[config.mk]
export PLATFORM = sky130hd
export DESIGN_NAME = adder_slice_sequencer
export DESIGN_NICKNAME = d
export VERILOG_FILES = /design/src/rtl/adder_seq_pkg.sv /design/src/rtl/adder_slice.sv /design/src/rtl/adder_slice_sequencer.sv
export SDC_FILE = /design/constraint.sdc
export NUM_CORES = 1
export LEC_CHECK = 0
export BUFFER_PORTS_ARGS = -buffer_cell sky130_fd_sc_hd__buf_2
export CORE_UTILIZATION = 52
export CTS_BUF_LIST = sky130_fd_sc_hd__clkbuf_8
export CTS_CLUSTER_DIAMETER = 200
export CTS_CLUSTER_SIZE = 10
export DETAILED_ROUTE_END_ITERATION = 8
export PLACE_DENSITY = 0.82
export SETUP_SLACK_MARGIN = 0.15
export SLEW_MARGIN = 10
export SYNTH_ARGS = -nofsm -noshare
export SYNTH_HDL_FRONTEND = slang
export SYNTH_SLANG_ARGS = --single-unit
[constraint.sdc]
create_clock -name clk -period 5.5 [get_ports clk]
set_clock_uncertainty 0.05 [all_clocks]
set_input_delay 1.1 -clock clk [delete_from_list [all_inputs] [get_ports clk]]
set_output_delay 1.1 -clock clk [all_outputs]
set_load 0.02 [all_outputs]
[src/rtl/adder_seq_pkg.sv]
// Shared types and sizing for the slice-serial adder sequencer.
package adder_seq_pkg;

   localparam int WIDTH_DEF   = 32;
   localparam int SLICE_W_DEF = 8;

   // Number of slice steps needed to cover a full operand
   function automatic int calc_nslice(input int width, input int slice_w);
      return width / slice_w;
   endfunction

   localparam int NSLICE_DEF = calc_nslice(WIDTH_DEF, SLICE_W_DEF);

   typedef enum logic [1:0] {
      IDLE = 2'd0,
      ADD  = 2'd1,
      DONE = 2'd2
   } state_t;

endpackage

[src/rtl/adder_slice.sv]
// Combinational ripple-carry adder for one slice of the operands.
module adder_slice
   import adder_seq_pkg::*;
#(
   parameter int SLICE_W = SLICE_W_DEF
) (
   input  logic [SLICE_W-1:0] a,
   input  logic [SLICE_W-1:0] b,
   input  logic               ci,
   output logic [SLICE_W-1:0] s,
   output logic               co
);

   logic [SLICE_W:0] c;

   // Ripple the carry bit by bit from the LSB of the slice
   always_comb begin
      c    = '0;
      s    = '0;
      c[0] = ci;
      for (int i = 0; i < SLICE_W; i++) begin
         s[i]   = a[i] ^ b[i] ^ c[i];
         c[i+1] = (a[i] & b[i]) | (c[i] & (a[i] ^ b[i]));
      end
      co = c[SLICE_W];
   end

endmodule

[src/rtl/adder_slice_sequencer.sv]
// Two-requester adder that computes one slice per cycle through a shared
// slice adder, with round-robin arbitration and a held response.
module adder_slice_sequencer
   import adder_seq_pkg::*;
#(
   parameter int WIDTH   = WIDTH_DEF,
   parameter int SLICE_W = SLICE_W_DEF
) (
   input  logic               clk,
   input  logic               rst,
   input  logic [1:0]         req_valid,
   output logic [1:0]         req_ready,
   input  logic [2*WIDTH-1:0] req_x,
   input  logic [2*WIDTH-1:0] req_y,
   input  logic [1:0]         req_ci,
   output logic               rsp_valid,
   input  logic               rsp_ready,
   output logic [WIDTH-1:0]   rsp_sum,
   output logic               rsp_co,
   output logic               rsp_id,
   output logic               busy
);

   localparam int NSLICE = calc_nslice(WIDTH, SLICE_W);
   localparam int K_W    = (NSLICE > 1) ? $clog2(NSLICE) : 1;
   localparam logic [K_W-1:0] K_LAST = K_W'(NSLICE - 1);

   state_t             state;
   state_t             next_state;
   logic [WIDTH-1:0]   x_q;
   logic [WIDTH-1:0]   y_q;
   logic [WIDTH-1:0]   sum_q;
   logic               carry;
   logic               id_q;
   logic               prio;
   logic               grant;
   logic               accept;
   logic [K_W-1:0]     k;
   logic [SLICE_W-1:0] slice_a;
   logic [SLICE_W-1:0] slice_b;
   logic [SLICE_W-1:0] slice_s;
   logic               slice_co;

   assign slice_a = x_q[int'(k)*SLICE_W +: SLICE_W];
   assign slice_b = y_q[int'(k)*SLICE_W +: SLICE_W];

   adder_slice #(
      .SLICE_W (SLICE_W)
   ) u_slice (
      .a  (slice_a),
      .b  (slice_b),
      .ci (carry),
      .s  (slice_s),
      .co (slice_co)
   );

   // Arbitration, handshake and next-state selection
   always_comb begin
      next_state = state;
      req_ready  = 2'b00;
      grant      = prio;
      accept     = 1'b0;
      case (state)
         IDLE: begin
            grant            = req_valid[prio] ? prio : ~prio;
            req_ready[grant] = req_valid[grant];
            accept           = req_valid[grant];
            if (accept) next_state = ADD;
         end
         ADD: begin
            if (k == K_LAST) next_state = DONE;
         end
         DONE: begin
            if (rsp_ready) next_state = IDLE;
         end
         default: next_state = IDLE;
      endcase
   end

   // State register
   always_ff @(posedge clk or posedge rst) begin
      if (rst) state <= IDLE;
      else     state <= next_state;
   end

   // Operand capture, slice-serial accumulation and priority tracking
   always_ff @(posedge clk or posedge rst) begin
      if (rst) begin
         x_q   <= '0;
         y_q   <= '0;
         sum_q <= '0;
         carry <= 1'b0;
         id_q  <= 1'b0;
         prio  <= 1'b0;
         k     <= '0;
      end else begin
         case (state)
            IDLE: begin
               if (accept) begin
                  x_q   <= req_x[int'(grant)*WIDTH +: WIDTH];
                  y_q   <= req_y[int'(grant)*WIDTH +: WIDTH];
                  carry <= req_ci[grant];
                  id_q  <= grant;
                  k     <= '0;
               end
            end
            ADD: begin
               sum_q[int'(k)*SLICE_W +: SLICE_W] <= slice_s;
               carry <= slice_co;
               if (k == K_LAST) k <= '0;
               else             k <= k + 1'b1;
            end
            DONE: begin
               if (rsp_ready) prio <= ~id_q;
            end
            default: ;
         endcase
      end
   end

   assign rsp_valid = (state == DONE);
   assign rsp_sum   = sum_q;
   assign rsp_co    = carry;
   assign rsp_id    = id_q;
   assign busy      = (state != IDLE);

endmodule
==> impl_results.md, run 1 <==
- Endpoints failing setup: 0
- Final net count: 697
- Number of clock sinks seen by CTS: 103
- Number of max-slew violations in the final report: 0
- Aggregate negative setup slack: 0 ns
- Chip height: 100 um
- Ys Warns: 0
- Area share of the largest cell type after synthesis: 51.1%
- Area of all placed cells without fillers: 6170 sq um
- Total vias in the final route: 4,142
- Power density normalized to cell area: 599 nW/um^2
- Number of global-route vias before repair: 3,965
- Overflow after GRT: 0
- Buffer type at the clock tree root: clkbuf_8
- Number of max-capacitance violations reported: 0
- Number of gates resized after CTS: 0
- Arrival time at the worst endpoint: 4.76 ns
- ANT nets after route: 0
- Critical path fanouts, max: 12
- Complex-gate fraction of the synthesized area: 20.0%
- DRC violation count after routing: 0
- Least-Margin Pin Slew: 1.18 ns
- Number of enable flip-flop cells after synthesis: 0
- Largest area contributor in the netlist: dfrtp_1
- Worst IR drop on VDD: 0.232 mV
- Kind of end point of the critical path: register
- Initial antenna violation count: 0
- Total routing resource utilization after global routing: 27.2%
- Post-synthesis share of cell area spent on xor and xnor gates: 0%
- Core Area: 9330 sq um
- Post-CTS setup buffer count: 0
- Mean number of vias per cell: 6.07
- DRC violation total after the first TritonRoute iteration: 273
- Clock input transition at the sequential cells of the worst setup and hold paths: 0.09 ns
- Cell Area, Synth: 5040 sq um
- Synth Net Count: 541
- DIE AREA: 10,100 sq um
- Class of the worst hold path: reg -> reg
- Flop and latch count out of synthesis: 103
- Fraction of layout cells with a size suffix above 1: 42.3%
- Most frequent cells after synthesis: 103 x dfrtp_1, 59 x a221o_1, 57 x and3_1, 26 x o2bb2ai_1, 23 x inv_1
- Weighted congestion reported at the end of routability-driven placement: 0.880
- Clock tree from TritonCTS: built
- Path type of the worst setup path: reg -> reg
- H-Tree Depth: 3
- Number of cells produced by synthesis: 392
- Final worst path period share: 82.9%
- Proportion of synthesized chip area in sequential cells: 51.1%
- Mux share of post-synthesis cell area: 7.15%
- Utilization after layout: 66.2%
- Number of buffers added to fix hold violations after cts: 0
- Layout Area Growth over Synthesis: 22.5%
- First-pass GRT wire length: 20,700 um
- Number of core rows: 35
- Fmax: 219 MHz
- Ys async rst share: 100%
- Cell types with the largest area share after synthesis: dfrtp_1 51%, a221o_1 12%, mux4_2 7.1%
- Post-synthesis adder-cell area fraction: 4.67%
- Library cell with the highest instance count after synthesis: dfrtp_1
- Tightest slew margin relative to the limit: 21.5%
- CTS buffer count: 9
- Detailed-route wire length per cell: 19.4 um
- Number of search-and-repair iterations in the first detailed-routing pass: 5
- Post-place instance area: 5970 sq um
- Critical path launch point type: register
- Initial standard-cell utilization of the core: 54.1%
- Deepest clock path buffer count: 2
- Final Hold Vio Count: 0
- Antenna diode instance count: 0
- Quantity of I/O buffers inserted on ports: 172
- Leakage power figure: 0.00323 uW
- Required arrival time at the worst endpoint: 5.71 ns
- Hold Slack: 0.446 ns
- Post-Synthesis Mean Instance Area: 12.9 sq um
- Outcome: finished, final reports clean
- Hpwl dp: 9810 um
- Final Routed Wirelength: 13,200 um
- Total power of the final layout: 3700 uW
- Horizontal die dimension: 100 um
- Period minus WS final: 4.56 ns
- Number of I/O pins: 173
- Setup repair after global routing missed its margin: false
- Clock latency at the later pin of the worst-skew pair: 0.37 ns
- Main combinational cell family by area after synthesis: compound AO/OA/AOI/OAI gates
- Unique masters post-synth: 39
- Post-synthesis share of cell area spent on and, or, nand and nor gates: 11.7%
- Top_reg_cell synth: dfrtp_1
- Largest net degree at the start of global routing: 70
==> final timing paths <==
check | start | to | slack (ns) | depth (start not counted)
max in group asynchronous | rst | x_q[16] | 3.57 | 3
min in group asynchronous | rst | rsp_sum[19] | 0.75 | 2
min reg2reg | rsp_sum[17] | rsp_sum[17] | 0.45 | 1
min | rsp_sum[17] | rsp_sum[17] | 0.45 | 1
max reg2reg | k[0] | rsp_sum[15] | 0.94 | 15
max | k[0] | rsp_sum[15] | 0.94 | 15
==> cells by family (layout without fill, tap and decap cells) <==
kind of cell | count (synthesis) | count (layout)
flip-flops | 103 | 103
multiplexers | 16 | 16
adder cells (fa/ha/maj) | 14 | 14
AND/OR/NAND/NOR | 94 | 94
buffers and inverters | 58 | 219
AO/OA/AOI/OAI | 107 | 107
==> power by group <==
part / total, uW / switching, uW / leakage (uW) / internal [uW]
logic: 1900 / 1020 / 0.00182 / 873
clock network: 478 / 263 / 0.0000964 / 215
registers: 1320 / 241 / 0.00132 / 1080
==> layout by cell type (no fill, tap or decap), drive strengths merged, types with 2 or more instances in the layout <==
master and count:
a221o 64, a22o 8, and2 2, and2b 2, and3 66, buf 180
clkbuf 9, clkinv 2, clkinvlp 2, dfrtp 103, fa 8, ha 6
inv 25, mux4 16, nand2 9, nand3 2, nor2b 2, nor3 2
nor4b 2, o21ai 3, o2bb2ai 26
==> area by class of cell <==
cell class / instances / area, sq um
flip-flops and latches: 103 / 2580
fillers: 715 / 3150
inverters: 23 / 88.8
repair buffers: 180 / 921
clock buffers: 9 / 124
well taps: 129 / 161
multi-input cells: 231 / 2220
clock inverters: 7 / 80.1
==> critical path, cell delays in order (launching register included) <==
cell and delay, ns:
dfrtp_1 0.42, buf_4 0.21, mux4_2 0.34, inv_1 0.05, fa_1 0.38, fa_1 0.40, fa_1 0.37, inv_1 0.07
fa_1 0.16, inv_1 0.05, fa_1 0.38, fa_1 0.40, fa_1 0.39, inv_1 0.09, fa_1 0.46, a22o_1 0.22
==> registers in the layout (all words and copies together), names as in the netlist <==
signal	flops
rsp_id	1
rsp_sum	32
rsp_co	1
y_q	32
prio	1
x_q	32
k	2
state	2
==> per-stage QoR <==
stage,std cells,worst slack (ns)
floorplan,392,1.10
global placement,666,1.05
detailed placement,666,0.964
CTS,682,0.948
global route,682,0.756
finish,682,0.941
==> layer usage <==
metal  routed length [um]  share of wire (%)  GRT usage, %
met5                    0                  0             0
met4                  296                2.2          9.92
met3                  957                7.2          4.37
met2                 6260                 47          42.5
met1                 5690                 43          38.7
No activity file was read; power rests on OpenSTA's default activity.
==> run 2: changes to the inputs <==
==> constraint.sdc (replaced) <==
create_clock -name clk -period 4.5 [get_ports clk]
set_clock_uncertainty 0.05 [all_clocks]
set_input_delay 0.9 -clock clk [delete_from_list [all_inputs] [get_ports clk]]
set_output_delay 0.9 -clock clk [all_outputs]
set_load 0.02 [all_outputs]
==> run 2 against run 1 <==
Compared with the run above: sequential share of layout area decreased by 0.10 points; die area did not move; core utilization increased by 0.16 points; global-route usage is 0.67 points higher; critical endpoint unchanged; critical path type unchanged; highest routed layer unchanged; wire length up 3.0%.
==> impl_results.md, run 2 (synthesized netlist as in run 1, its figures left out) <==
- Final Routed Wirelength: 13,600 um (+3.0%)
- Clock latency at the later pin of the worst-skew pair: 0.36 ns (about the same)
- Leakage power figure: 0.00323 uW (-0.12%)
- Kind of end point of the critical path: register
- Placed Instances: 667 (+0.15%)
- Required arrival time at the worst endpoint: 4.70 ns (-1.01 ns)
- DRC violation total after the first TritonRoute iteration: 288 (+5.5%)
- GR met1 Demand/Resource: 38.5% (-0.26 points)
- Final Hold Vio Count: 0 (unchanged)
- Number of core rows: 35 (unchanged)
- Endpoints failing setup: 0 (unchanged)
- Commonest cells after routing, fill and taps aside: 172 x buf_2, 103 x dfrtp_1, 59 x a221o_1
- Initial standard-cell utilization of the core: 54.1% (unchanged)
- Number of I/O pins: 173 (unchanged)
- Aggregate negative setup slack: 0 ns (unchanged)
- Period minus WS final: 4.21 ns (-0.346 ns)
- Total routing resource utilization after global routing: 27.8% (+0.67 points)
- Number of clock sinks seen by CTS: 103 (unchanged)
- Final net count: 699 (+0.29%)
- Final instance count without filler cells: 684 (+0.29%)
- Met2 demand-to-capacity share in global routing: 44.2% (+1.6 points)
- Buffer type at the clock tree root: clkbuf_8
- Worst IR drop on VDD: 0.324 mV (+40%)
- Flop2flop setup slack: 0.29 ns (-0.65 ns)
- Arrival time at the worst endpoint: 4.41 ns (-0.35 ns)
- CTS buffer count: 9 (unchanged)
- Overflow after GRT: 0 (unchanged)
- Clock input transition at the sequential cells of the worst setup and hold paths: 0.09 ns (about the same)
- Final worst path period share: 93.6% (+11 points)
- Tightest slew margin relative to the limit: 35.1% (+14 points)
- Critical path launch point type: register
- Critical path fanouts, max: 4 (-8)
- Outcome: finished, final reports clean
- Number of max-capacitance violations reported: 0 (unchanged)
- ANT nets after route: 0 (unchanged)
- Horizontal die dimension: 100 um (unchanged)
- H-Tree Depth: 3 (unchanged)
- Largest net degree at the start of global routing: 81 (+16%)
- Deepest clock path buffer count: 2 (unchanged)
- Least-Margin Pin Slew: 0.974 ns (-0.201 ns)
- Antenna diode instance count: 0 (unchanged)
- Weighted congestion reported at the end of routability-driven placement: 0.874 (-0.74%)
- Multi-input gate area: 2230 sq um (+0.56%)
- Fraction of layout cells with a size suffix above 1: 43.8% (+1.5 points)
- Total power of the final layout: 4540 uW (+23%)
- Post-place instance area: 5980 sq um (+0.13%)
- Chip height: 100 um (unchanged)
- Mean number of vias per cell: 6.07 (about the same)
- Number of buffers added to fix hold violations after cts: 0 (unchanged)
- Global route hottest layer: met2
- Path type of the worst setup path: reg -> reg
- Commonest non-fill, non-tap cell in the layout: buf_2
- Total vias in the final route: 4,153 (+0.27%)
- Register cell area after layout: 2580 sq um (unchanged)
- Clock tree from TritonCTS: built
- Number of global-route vias before repair: 3,993 (+0.71%)
- Quantity of I/O buffers inserted on ports: 172 (unchanged)
- Grt met3 use: 4.51% (+0.14 points)
- DIE AREA: 10,100 sq um (unchanged)
- First-pass GRT wire length: 21,100 um (+1.5%)
- Initial antenna violation count: 0 (unchanged)
- Power density normalized to cell area: 733 nW/um^2 (+22%)
- Number of max-slew violations in the final report: 0 (unchanged)
- Count of filler cells inserted in the layout: 715 (unchanged)
- Setup repair after global routing missed its margin: false
- Area of all placed cells without fillers: 6190 sq um (+0.24%)
- Layout Area Growth over Synthesis: 22.8%
- DRC violation count after routing: 0 (unchanged)
- Class of the worst hold path: reg -> reg
- Fmax: 237 MHz (+8.2%)
- Hpwl dp: 10,000 um (+2.2%)
- Number of search-and-repair iterations in the first detailed-routing pass: 5 (unchanged)
- Detailed-route wire length per cell: 19.9 um (+2.7%)
- Core Area: 9330 sq um (unchanged)
-- run 2: changes by cell type in the layout (fill, tap and decap cells not counted), sizes merged --
cell and delta:
buf +2, clkbuf +2, clkinvlp +1, clkinv -2, bufinv -1
-- run 2: power breakdown --
group	switching, uW	internal (uW)	total (uW)
clock	323	236	559
sequential	303	1320	1620
combinational	1250	1110	2360
total	1880	2660	4540
-- run 2: metal layers --
metal  vias up  part of all wire (%)
met2       247                    47
met5         -                     0
met4         0                   3.1
met1      2014                    42
met3        31                   7.6
li1       1861                     -
-- run 2: final timing paths --
check                       startpoint  depth (start not counted)           to
max                               k[0]                         14  rsp_sum[15]
min                        rsp_sum[23]                          1  rsp_sum[23]
max reg2reg                       k[0]                         14  rsp_sum[15]
min reg2reg                rsp_sum[23]                          1  rsp_sum[23]
max in group asynchronous          rst                          3       x_q[8]
min in group asynchronous          rst                          2  rsp_sum[16]
-- run 2: cell type report --
type                       instances  share of cell area [%]
clock inverter                     5                   0.647
multi-input combinational        231                    36.1
sequential                       103                    41.6
inverter                          23                    1.44
tap                              129                    2.61
clock buffer                      11                    2.45
timing repair buffer             182                    15.1
-- run 2: timing repair --
item,CTS,global route
buffers inserted,1,0
endpoints found under the setup margin,4,4
resized for setup,2,5
pin swaps,1,1
hold endpoints to repair,0,0
-- run 2: critical path: stages (launching register included) --
cell and delay (ns):
dfrtp_1 0.43, mux4_2 0.36, inv_1 0.06, fa_2 0.36
fa_2 0.34, fa_1 0.38, inv_2 0.07, fa_1 0.16
inv_1 0.05, fa_1 0.38, fa_2 0.35, fa_2 0.35
inv_2 0.07, fa_2 0.47, a22o_1 0.21
-- run 2: through the flow --
| stage | hold WS [ns] | worst slack [ns] | util [%] |
|---|---|---|---|
| 6_report | 0.440 | 0.286 | 66.4 |
| 4_1_cts | 0.446 | 0.190 | 66.3 |
| 5_1_grt | 0.465 | 0.157 | 66.4 |
| 3_5_place_dp | 0.419 | 0.0851 | 64.1 |
| 2_1_floorplan | 0.406 | 0.165 | - |
| 3_3_place_gp | 0.419 | 0.194 | 64.1 |
==> run 3: changes to the inputs <==
--- a/config.mk
+++ b/config.mk
@@ -6,6 +6,7 @@
 export NUM_CORES = 1
 export LEC_CHECK = 0
 export BUFFER_PORTS_ARGS = -buffer_cell sky130_fd_sc_hd__buf_2
+export CORE_MARGIN = 2
 export CORE_UTILIZATION = 52
 export CTS_BUF_LIST = sky130_fd_sc_hd__clkbuf_8
 export CTS_CLUSTER_DIAMETER = 200
==> run 3 against run 2 <==
Compared with the run above: worst setup slack better by 0.0018 ns; via count down 1.7%; global-route usage down 1.6 points; fmax about the same; largest cell class unchanged; highest routed layer unchanged.
==> impl_results.md, run 3 (synthesized netlist as in run 1, its figures left out) <==
- Antenna diode instance count: 0 (unchanged)
- Commonest cells after routing, fill and taps aside: 172 x buf_2, 102 x dfrtp_1, 59 x a221o_1
- ANT nets after route: 0 (unchanged)
- Number of I/O pins: 173 (unchanged)
- Switching part of the total power: 40.4% (-0.88 points)
- Final Hold Vio Count: 0 (unchanged)
- Clock tree from TritonCTS: built
- Total routing resource utilization after global routing: 26.2% (-1.6 points)
- Initial antenna violation count: 0 (unchanged)
- Detailed-route wire length per cell: 19.8 um (-0.18%)
- Launch point of the worst reg-to-reg path: k[0]
- Placed Instances: 667 (unchanged)
- NetSw: 1860 uW (-0.90%)
- Least-Margin Pin Slew: 0.890 ns (-0.0837 ns)
- Total power of the final layout: 4600 uW (+1.2%)
- CTS buffer count: 9 (unchanged)
- Sequential Power Share: 35.2% (-0.6 points)
- Endpoints failing setup: 0 (unchanged)
- Logic pwr share: 51.3% (-0.6 points)
- Post-place instance area: 5980 sq um (unchanged)
- Core Area: 9330 sq um (unchanged)
- Class of the worst hold path: reg -> reg
- Path type of the worst setup path: reg -> reg
- Leakage power figure: 0.00325 uW (+0.56%)
- Layout Area Growth over Synthesis: 23.3%
- Horizontal die dimension: 102 um (+2.0%)
- Number of search-and-repair iterations in the first detailed-routing pass: 5 (unchanged)
- Tightest slew margin relative to the limit: 40.7% (+5.6 points)
- End point of the critical path: rsp_sum[7]
- Number of core rows: 35 (unchanged)
- Depth of the worst register-to-register path: 14 (unchanged)
- Setup repair after global routing missed its margin: false
- Deepest clock path buffer count: 2 (unchanged)
- Post-placement setup slack: 0.0752 ns (-0.00994 ns)
- Fmax: 237 MHz (about the same)
- Critical path launch point type: register
- Power density normalized to cell area: 739 nW/um^2 (+0.84%)
- Chip height: 102 um (+2.0%)
- Total vias in the final route: 4,081 (-1.7%)
- Number of max-slew violations in the final report: 0 (unchanged)
- Required arrival time at the worst endpoint: 4.71 ns (about the same)
- Final net count: 699 (unchanged)
- Worst IR drop on VDD: 0.304 mV (-6.2%)
- DRC violation count after routing: 0 (unchanged)
- Final Routed Wirelength: 13,600 um (-0.32%)
- Clock input transition at the sequential cells of the worst setup and hold paths: 0.10 ns (about the same)
- Clock network fraction of design power: 13.5% (+1.2 points)
- First-pass GRT wire length: 20,600 um (-2.4%)
- Mean number of vias per cell: 5.98 (-1.6%)
- Final instance count without filler cells: 683 (-0.15%)
- Number of global-route vias before repair: 3,915 (-2.0%)
- Critical path fanouts, max: 4 (unchanged)
- Crit path launch: k[0]
- Endpoint of the worst register-to-register path: rsp_sum[7]
- Hpwl dp: 9920 um (-1.0%)
- Internal Dissipation: 2740 uW (+2.8%)
- Buffer type at the clock tree root: clkbuf_8
- Initial standard-cell utilization of the core: 54.1% (unchanged)
- Quantity of I/O buffers inserted on ports: 172 (unchanged)
- H-Tree Depth: 3 (unchanged)
- Fraction of layout cells with a size suffix above 1: 43.3% (-0.46 points)
- Area of all placed cells without fillers: 6210 sq um (+0.40%)
- Overflow after GRT: 0 (unchanged)
- Period minus WS final: 4.21 ns (-0.00179 ns)
- Flop2flop setup slack: 0.29 ns (about the same)
- Crit path setup slack, layout: 0.288 ns (+0.00179 ns)
- Number of max-capacitance violations reported: 0 (unchanged)
- Arrival time at the worst endpoint: 4.42 ns (about the same)
- DRC violation total after the first TritonRoute iteration: 390 (+35%)
- Weighted congestion reported at the end of routability-driven placement: 0.872 (-0.17%)
- Clock latency at the later pin of the worst-skew pair: 0.37 ns (about the same)
- Commonest non-fill, non-tap cell in the layout: buf_2
- Aggregate negative setup slack: 0 ns (unchanged)
- Final worst path period share: 93.6% (about the same)
- Kind of end point of the critical path: register
- Number of clock sinks seen by CTS: 103 (unchanged)
- Outcome: finished, final reports clean
- DIE AREA: 10,500 sq um (+4.0%)
- Largest net degree at the start of global routing: 77 (-4.9%)
## run 3: cell count changes in the layout (fill, tap and decap cells not counted), moves of 2 or more
cell       delta
inv_2         -2
inv_6         -2
bufinv_16     +2
inv_1         +3
clkbuf_8      -2
## run 3: worst min-delay path by stage
| stage | startpoint | endpoint | slack (ns) | depth (start not counted) |
|---|---|---|---|---|
| after floorplan | prio | prio | 0.41 | 2 |
| after global placement | rsp_sum[8] | rsp_sum[8] | 0.42 | 1 |
| after detailed placement | rsp_sum[18] | rsp_sum[18] | 0.42 | 1 |
| after CTS | rsp_sum[23] | rsp_sum[23] | 0.44 | 1 |
| after global routing | rsp_sum[23] | rsp_sum[23] | 0.45 | 1 |
| final | rsp_sum[23] | rsp_sum[23] | 0.44 | 1 |
## run 3: metal layers
metal  track usage, %  part of all wire [%]
met3             3.76                   7.6
met1             38.1                    42
met5                0                     0
met4             9.33                   2.1
met2             40.9                    48
## run 3: timing repair
item / CTS / global route
cloned: 0 / 0
gates resized for setup: 3 / 4
hold buffers: 0 / 0
pin swaps: 1 / 0
setup buffers: 1 / 0
endpoints found under the setup margin: 4 / 4
## run 3: per-stage QoR
stage,utilization (%),hold slack [ns]
after detailed placement,64.1,0.419
after global placement,64.1,0.418
after floorplan,-,0.406
after CTS,66.5,0.443
final,66.6,0.437
after global routing,66.6,0.451
## run 3: area by class of cell
| class | instances | area [sq um] |
|---|---|---|
| fillers | 725 | 3110 |
| clock inverters | 6 | 87.6 |
| well taps | 129 | 161 |
| clock buffers | 9 | 124 |
| multi-input cells | 231 | 2230 |
| repair buffers | 182 | 940 |
| inverters | 23 | 88.8 |
| flip-flops and latches | 103 | 2580 |
## run 3: power by group through the flow
stage | logic (uW) | registers (uW) | clock network (uW)
2_1_floorplan | 1630 | 1620 | 0
6_report | 2360 | 1620 | 619
3_3_place_gp | 2230 | 1610 | 0
5_1_grt | 2560 | 1650 | 657
3_5_place_dp | 2290 | 1620 | 0
4_1_cts | 2320 | 1610 | 627
## run 3: worst max-delay path: stages (launching register included)
cell and delay [ns]:
dfrtp_2 0.45, mux4_2 0.34, inv_1 0.06, fa_2 0.36, fa_2 0.35, fa_1 0.36, inv_1 0.08, fa_1 0.17
inv_1 0.06, fa_2 0.34, fa_2 0.35, fa_1 0.36, inv_1 0.09, fa_2 0.47, a22o_1 0.21
